$ cat config.mk
export PLATFORM = sky130hd
export DESIGN_NAME = and_unit_arbiter
export DESIGN_NICKNAME = d
export VERILOG_FILES = /design/src/rtl/and_unit_arbiter.sv
export SDC_FILE = /design/constraint.sdc
export NUM_CORES = 1
export LEC_CHECK = 0
export ABC_CLOCK_PERIOD_IN_PS = 3600
export CAP_MARGIN = 5
export CORE_UTILIZATION = 40
export CTS_CLUSTER_DIAMETER = 120
export DETAILED_ROUTE_END_ITERATION = 16
export GPL_TIMING_DRIVEN = 1
export PLACE_DENSITY = 0.79
export SYNTH_ARGS = -nofsm -noshare
export SYNTH_HDL_FRONTEND = slang
export SYNTH_SLANG_ARGS = --single-unit
$ cat constraint.sdc
create_clock -name Clk -period 3.6 [get_ports Clk]
set_input_delay 0.72 -clock Clk [delete_from_list [all_inputs] [get_ports Clk]]
set_output_delay 0.72 -clock Clk [all_outputs]
set_load 0.03 [all_outputs]
$ cat src/rtl/and_unit_arbiter.sv
// Round-robin arbiter that time-shares one external W-bit AND unit among four
// requesters: grant, execute through registered gate operands, respond.
module and_unit_arbiter #(
    parameter int WIDTH = 8
) (
    input  logic               Clk,
    input  logic               Rst,
    input  logic [3:0]         Req,
    input  logic [4*WIDTH-1:0] A_bus,
    input  logic [4*WIDTH-1:0] B_bus,
    output logic [3:0]         Grant,
    output logic [3:0]         Done,
    output logic [WIDTH-1:0]   F_out,
    output logic               Busy,
    output logic [15:0]        OpCount,
    output logic [WIDTH-1:0]   GateA,
    output logic [WIDTH-1:0]   GateB,
    input  logic [WIDTH-1:0]   GateF
);

    typedef enum logic [1:0] {IDLE, EXEC, RESP} state_t;

    state_t             state, state_next;
    logic [1:0]         last, last_next;
    logic [1:0]         sel, sel_next;
    logic [3:0]         grant, grant_next;
    logic [3:0]         done, done_next;
    logic [WIDTH-1:0]   f_out, f_out_next;
    logic [15:0]        op_count, op_count_next;
    logic [WIDTH-1:0]   gate_a, gate_a_next;
    logic [WIDTH-1:0]   gate_b, gate_b_next;

    logic [1:0]         pick;
    logic [1:0]         cand;
    logic               found;

    // Scan requesters starting just after the last one served, so it ends up lowest priority.
    always_comb begin
        pick  = last;
        cand  = last;
        found = 1'b0;
        for (int k = 1; k < 5; k++) begin
            cand = last + 2'(k);
            if (!found && Req[cand]) begin
                pick  = cand;
                found = 1'b1;
            end
        end
    end

    always_ff @(posedge Clk or posedge Rst) begin
        if (Rst) begin
            state    <= IDLE;
            last     <= 2'd3;
            sel      <= 2'd0;
            grant    <= '0;
            done     <= '0;
            f_out    <= '0;
            op_count <= '0;
            gate_a   <= '0;
            gate_b   <= '0;
        end else begin
            state    <= state_next;
            last     <= last_next;
            sel      <= sel_next;
            grant    <= grant_next;
            done     <= done_next;
            f_out    <= f_out_next;
            op_count <= op_count_next;
            gate_a   <= gate_a_next;
            gate_b   <= gate_b_next;
        end
    end

    always_comb begin
        state_next    = state;
        last_next     = last;
        sel_next      = sel;
        grant_next    = grant;
        done_next     = done;
        f_out_next    = f_out;
        op_count_next = op_count;
        gate_a_next   = gate_a;
        gate_b_next   = gate_b;
        case (state)
            IDLE: begin
                done_next = '0;
                if (found) begin
                    sel_next    = pick;
                    gate_a_next = A_bus[pick*WIDTH +: WIDTH];
                    gate_b_next = B_bus[pick*WIDTH +: WIDTH];
                    grant_next  = 4'b0001 << pick;
                    state_next  = EXEC;
                end
            end
            EXEC: begin
                f_out_next    = GateF;
                done_next     = 4'b0001 << sel;
                op_count_next = op_count + 16'd1;
                last_next     = sel;
                state_next    = RESP;
            end
            RESP: begin
                done_next  = '0;
                grant_next = '0;
                state_next = IDLE;
            end
            default: begin
                state_next = IDLE;
            end
        endcase
    end

    assign Grant   = grant;
    assign Done    = done;
    assign F_out   = f_out;
    assign Busy    = (state != IDLE);
    assign OpCount = op_count;
    assign GateA   = gate_a;
    assign GateB   = gate_b;

endmodule
==> flow_summary.ini, run 1 <==
[final_layout]
post_layout_nonfiller_instances = 451
finalInstanceArea_um2 = 4020
syn_to_final_growth_pct = 52.1
drive_above_1_share_pct = 4.28
antenna_cells = 0
regArea_um2 = 1350
layout_common_cells = clkdlybuf4s50_1, nand2_1, dfrtp_1
n_fill_cell = 537
multi_input_area_um2 = 1170
nNetsFinal = 452
layout_commonest_cell = clkdlybuf4s50_1

[place]
place_inst = 443
dpl.hpwl_um = 4630
io_buffers = 126
place_congestion = 0.739
placed_area_um2 = 3910

[worst_hold_path]
min_to = OpCount[15]
min_from = OpCount[15]
hp-class = register to register
hold_depth = 1

[synthesis]
avgSynthCellArea_um2 = 10.5
synthesis.area_um2 = 2640
syn_nets = 330
async_reset_ff_share_pct = 100
synthXorXnorAreaFrac_pct = 4.97
synth_simple_gate_area_share_pct = 17.1
synth_flop_cell = dfrtp_1
yosysWarnings = 0
synth_top_family_by_area = simple AND/OR/NAND/NOR gates
synthMuxAreaShare_pct = 12.1
yosys.area_share.adder_pct = 0.473
synth_compound_area_share_pct = 9.09
ys_ff_latch = 54
yosysSeqAreaShare_pct = 51.2
netlist_instances = 251
synth_cell_types = 38
synth_edf_count = 0

[die]
die_area_um2 = 6940
start_util_pct = 41.6
die_w_um = 83.3
core_um2 = 6350
rows = 29
die_height_um = 83.3
boundaryPins = 127

[timing]
rsz0062_at_grt = no
fin_worst_skew_ns = 0.00824
worst_slew_pin_slew_ns = 1.09
slew_headroom_pct = 27.5
hold_viol_final = 0
fin_crit_sh_pct = 70.8
max_freq_mhz = 392
setup_viol = 0
final.setup.tns_ns = 0
drv_slew = 0
min_period_ns = 2.55

[detailed_routing]
viasPerCell = 4.92
wl_per_cell_um = 13.6
vias = 2219
wl_um = 6160
ant_nets = 0
drt_iter0_drc = 63
dr.pass1.iters = 4
drc = 0

[power]
p_total_mw = 3.16
p_leak_nw = 1.78
ir_worst_vdd_mv = 0.471
power_density_nw_per_um2 = 786

[clocking]
cts_root_buf = clkbuf_8
cts_num_sinks = 54
cts.htree.levels = 2
cts_made_buffers = 5
ctsHoldBuffers = 0
clk_pin_slew_ns = 0.09
cts_buffer_depth = 2
tritoncts = done
post_cts_buffers = 0
worstSkewPairLatency_ns = 0.30
cts_resized = 0

[global_route]
grt_pass1_wl_um = 10400
globalRoute.totalOverflow = 0
grt_max_degree = 55
grtUsageTotal_pct = 18.6
first_global_vias = 2235
antenna_found_initial = 0

[critical_path]
rr_worst_depth = 6
arrival_ns = 2.69
worst_ep_required_time_ns = 3.75
r2r_setup_slack_ns = 1.45
cp-end-kind = register
path_class = input pin to register
r2r_start = last[0]
r2r_end = GateB[1]
cp_max_fo = 20
critPathLaunchType = input pin

[run]
drv_cap = 0

[status]
status = complete, no violations
==> power breakdown <==
part	switching, mW	internal (mW)
Combinational	0.984	0.753
Clock	0.184	0.208
Sequential	0.185	0.845
Total	1.35	1.81
==> worst max-delay path, stage by stage <==
cell	delay (ns)
clkdlybuf4s50_1	0.44
nor2_1	0.26
nand2_1	0.19
nand2b_4	0.24
inv_2	0.08
nand2b_1	0.54
o221ai_1	0.21
==> Yosys cell counts, types with 3 or more instances <==
cell | instances | share of area, %
nor2b_1 | 3 | 0.71
nand2_1 | 68 | 9.7
nand2b_1 | 5 | 1.2
and3_1 | 3 | 0.71
a21oi_1 | 3 | 0.57
nor2_1 | 5 | 0.71
buf_2 | 4 | 0.76
mux2i_1 | 32 | 12
nand3_1 | 5 | 0.95
o221ai_1 | 16 | 5.3
o21ai_0 | 4 | 0.76
inv_1 | 4 | 0.57
o21ai_1 | 4 | 0.76
xnor2_1 | 13 | 4.3
dfrtp_1 | 52 | 49
==> area by class of cell <==
cell class              instances  share of cell area, %
clock buffers                   7                   1.90
clock inverters                 1                  0.747
inverters                       5                  0.467
multi-input cells             179                   29.0
flip-flops and latches         54                   33.7
well taps                      77                   2.40
repair buffers                128                   31.8
==> how the worst max path moves through the flow <==
| stage | startpoint | to | slack [ns] |
|---|---|---|---|
| after floorplan | Rst | Done[0] | 1.57 |
| after detailed placement | Req[2] | GateB[6] | 0.72 |
| after global routing | Req[2] | GateA[5] | 0.87 |
| after global placement | Req[2] | GateA[3] | 0.82 |
| final | Req[2] | GateB[6] | 1.05 |
| after CTS | Req[2] | GateB[6] | 1.05 |
==> sequential cells by signal, summed over array words and instances, names as in the netlist <==
register and flops:
OpCount 16, Grant 4, GateB 8, GateA 8, Done 4, F_out 8, sel 2, state 2
last 2
==> logic make-up after synthesis <==
logic type | after synthesis
xor gates and xnor gates | 15
muxes | 32
DFF | 54
AOI/OAI and AO/OA | 32
adders and majority gates | 1
buffers and inverters | 18
and+or+nand+nor | 99
==> per-layer routing <==
metal,vias up,global-route usage (%),part of all wire (%)
met5,-,0,0
met4,0,4.55,0.68
met3,4,4.97,5.8
met2,69,31.5,50
met1,1044,23.6,43
li1,1102,-,-
==> metrics by stage <==
step / hold WS (ns) / setup slack, ns / utilization, %
floorplan: 0.454 / 1.57 / -
global placement: 0.457 / 0.824 / 61.6
detailed placement: 0.461 / 0.719 / 61.6
CTS: 0.483 / 1.05 / 63.3
global route: 0.514 / 0.874 / 63.3
finish: 0.483 / 1.05 / 63.3
Power figures use the tool's default switching activity.
==> run 2, diff against run 1 <==
--- a/config.mk
+++ b/config.mk
@@ -5,7 +5,7 @@
 export SDC_FILE = /design/constraint.sdc
 export NUM_CORES = 1
 export LEC_CHECK = 0
-export ABC_CLOCK_PERIOD_IN_PS = 3600
+export ABC_CLOCK_PERIOD_IN_PS = 2550
 export CAP_MARGIN = 5
 export CORE_UTILIZATION = 40
 export CTS_CLUSTER_DIAMETER = 120
==> constraint.sdc (replaced) <==
create_clock -name Clk -period 2.55 [get_ports Clk]
set_input_delay 0.51 -clock Clk [delete_from_list [all_inputs] [get_ports Clk]]
set_output_delay 0.51 -clock Clk [all_outputs]
set_load 0.03 [all_outputs]
==> run 2 against run 1 <==
Net effect:
- count of clock-buffer cells in the layout is 1 lower
- clock power rose by 80%
- critical path depth fell by 5
- combinational power rose by 45%
- die area unchanged
- utilization up 1.4 points
- highest routed layer unchanged
==> flow_summary.ini, run 2 (synthesized netlist as in run 1, its figures left out) <==
[clocking]
post_cts_buffers = 0
clk_pin_slew_ns = 0.10
cts_buffer_depth = 2
worstSkewPairLatency_ns = 0.31
cts.htree.levels = 2
ctsHoldBuffers = 0
cts_num_sinks = 54
cts_resized = 0
tritoncts = done
cts_made_buffers = 5
cts_root_buf = clkbuf_8

[die]
boundaryPins = 127
rows = 29
die_w_um = 83.3
die_height_um = 83.3
start_util_pct = 41.6
die_area_um2 = 6940
core_um2 = 6350

[detailed_routing]
vias = 2263
wl_per_cell_um = 14.1
viasPerCell = 4.96
drc = 0
wl_um = 6410
dr.pass1.iters = 4
drt_iter0_drc = 98
ant_nets = 0

[place]
pre_cts_slack_ns = 0.225
dpl.hpwl_um = 4750
io_buffers = 126
place_congestion = 0.751

[critical_path]
worstPathCellList = or2_1 -> clkdlybuf4s50_1
critPathMaxStageDelay_ns = 0.69
cp-end-kind = output port
arrival_ns = 1.72
crit_family = buffers and inverters
crit_buf_inv = 1
cp_max_fo = 11
cpMaxStageDelayCell = clkdlybuf4s50_1
worst_ep_required_time_ns = 2.04
r2r_end = GateB[1]
r2r_start = last[0]
path_class = register to output port
r2r_setup_slack_ns = 0.60
rr_worst_depth = 6
critPathLaunchType = register

[final_layout]
drive_above_1_share_pct = 6.07
largest_reg_flops = 16
layout_common_cells = clkdlybuf4s50_1, nand2_1, dfrtp_1
antenna_cells = 0
layout_commonest_cell = clkdlybuf4s50_1
syn_to_final_growth_pct = 55.4
nNetsFinal = 457

[global_route]
grt_pass1_wl_um = 10500
first_global_vias = 2192
grt_max_degree = 37
grtUsageTotal_pct = 18.7
globalRoute.totalOverflow = 0
antenna_found_initial = 0

[timing]
worst_slew_pin_slew_ns = 0.494
fin_worst_skew_ns = 0.00816
fin_crit_sh_pct = 87.5
min_period_ns = 2.23
drv_slew = 0
max_freq_mhz = 448
final.setup.tns_ns = 0
hold_ws_ns = 0.484
setup_viol = 0
hold_viol_final = 0
rsz0062_at_grt = no
setup_slack_ns = 0.318
slew_headroom_pct = 67.0

[worst_hold_path]
hold_depth = 2
hp-class = register to register
min_to = F_out[4]
min_from = F_out[4]

[power]
p_leak_nw = 1.83
p_total_mw = 4.69
power_density_nw_per_um2 = 1140
ir_worst_vdd_mv = 0.766

[status]
status = complete, no violations

[run]
drv_cap = 0
==> run 2: cell types whose count changed in the layout (fill, tap and decap cells not counted), sizes merged <==
cell,previous run,this run
buf,2,7
bufinv,1,2
clkbuf,7,6
==> run 2: how the worst max path moves through the flow <==
stage / start / endpoint / slack [ns] / depth (start not counted)
floorplan: Rst / Done[0] / 0.73 / 1
global placement: Req[3] / GateB[1] / 0.27 / 7
detailed placement: Req[3] / GateB[1] / 0.23 / 7
CTS: state[1] / Busy / 0.31 / 2
global route: state[1] / Busy / 0.23 / 2
finish: state[1] / Busy / 0.32 / 2
==> run 2: cell type report <==
cell class / instances / area [um^2]
Fill cell: 505 / 2240
Sequential cell: 54 / 1350
Timing Repair Buffer: 133 / 1330
Multi-Input combinational cell: 179 / 1170
Tap cell: 77 / 96.3
Clock buffer: 6 / 82.6
Clock inverter: 2 / 60.1
Inverter: 5 / 18.8
==> run 2: stage by stage <==
step	instance area [um^2]	instances	util, %
5_1_grt	4110	456	64.7
3_3_place_gp	3960	448	62.4
3_5_place_dp	3960	448	62.4
2_1_floorplan	2640	251	-
6_report	4110	456	64.7
4_1_cts	4110	456	64.7
==> run 2: report_power, final <==
group	total [mW]	internal, mW	switching (mW)
Sequential	1.46	1.19	0.267
Clock	0.704	0.419	0.285
Combinational	2.52	1.12	1.41
==> run 2: worst reg2reg max path: cells and delay by family, from the launching register on <==
kind | cells | cell delay, ns
mux | 1 | 0.29
simple gates | 1 | 0.14
buf+inv | 1 | 0.28
compound gates | 3 | 0.53
flops | 1 | 0.59
==> run 2: layer usage <==
metal	vias up	track usage [%]	wire, um
li1	1116	-	-
met1	1061	25.8	2890
met2	77	29.7	3070
met3	9	4.57	348
met4	0	4.86	96
met5	-	0	0
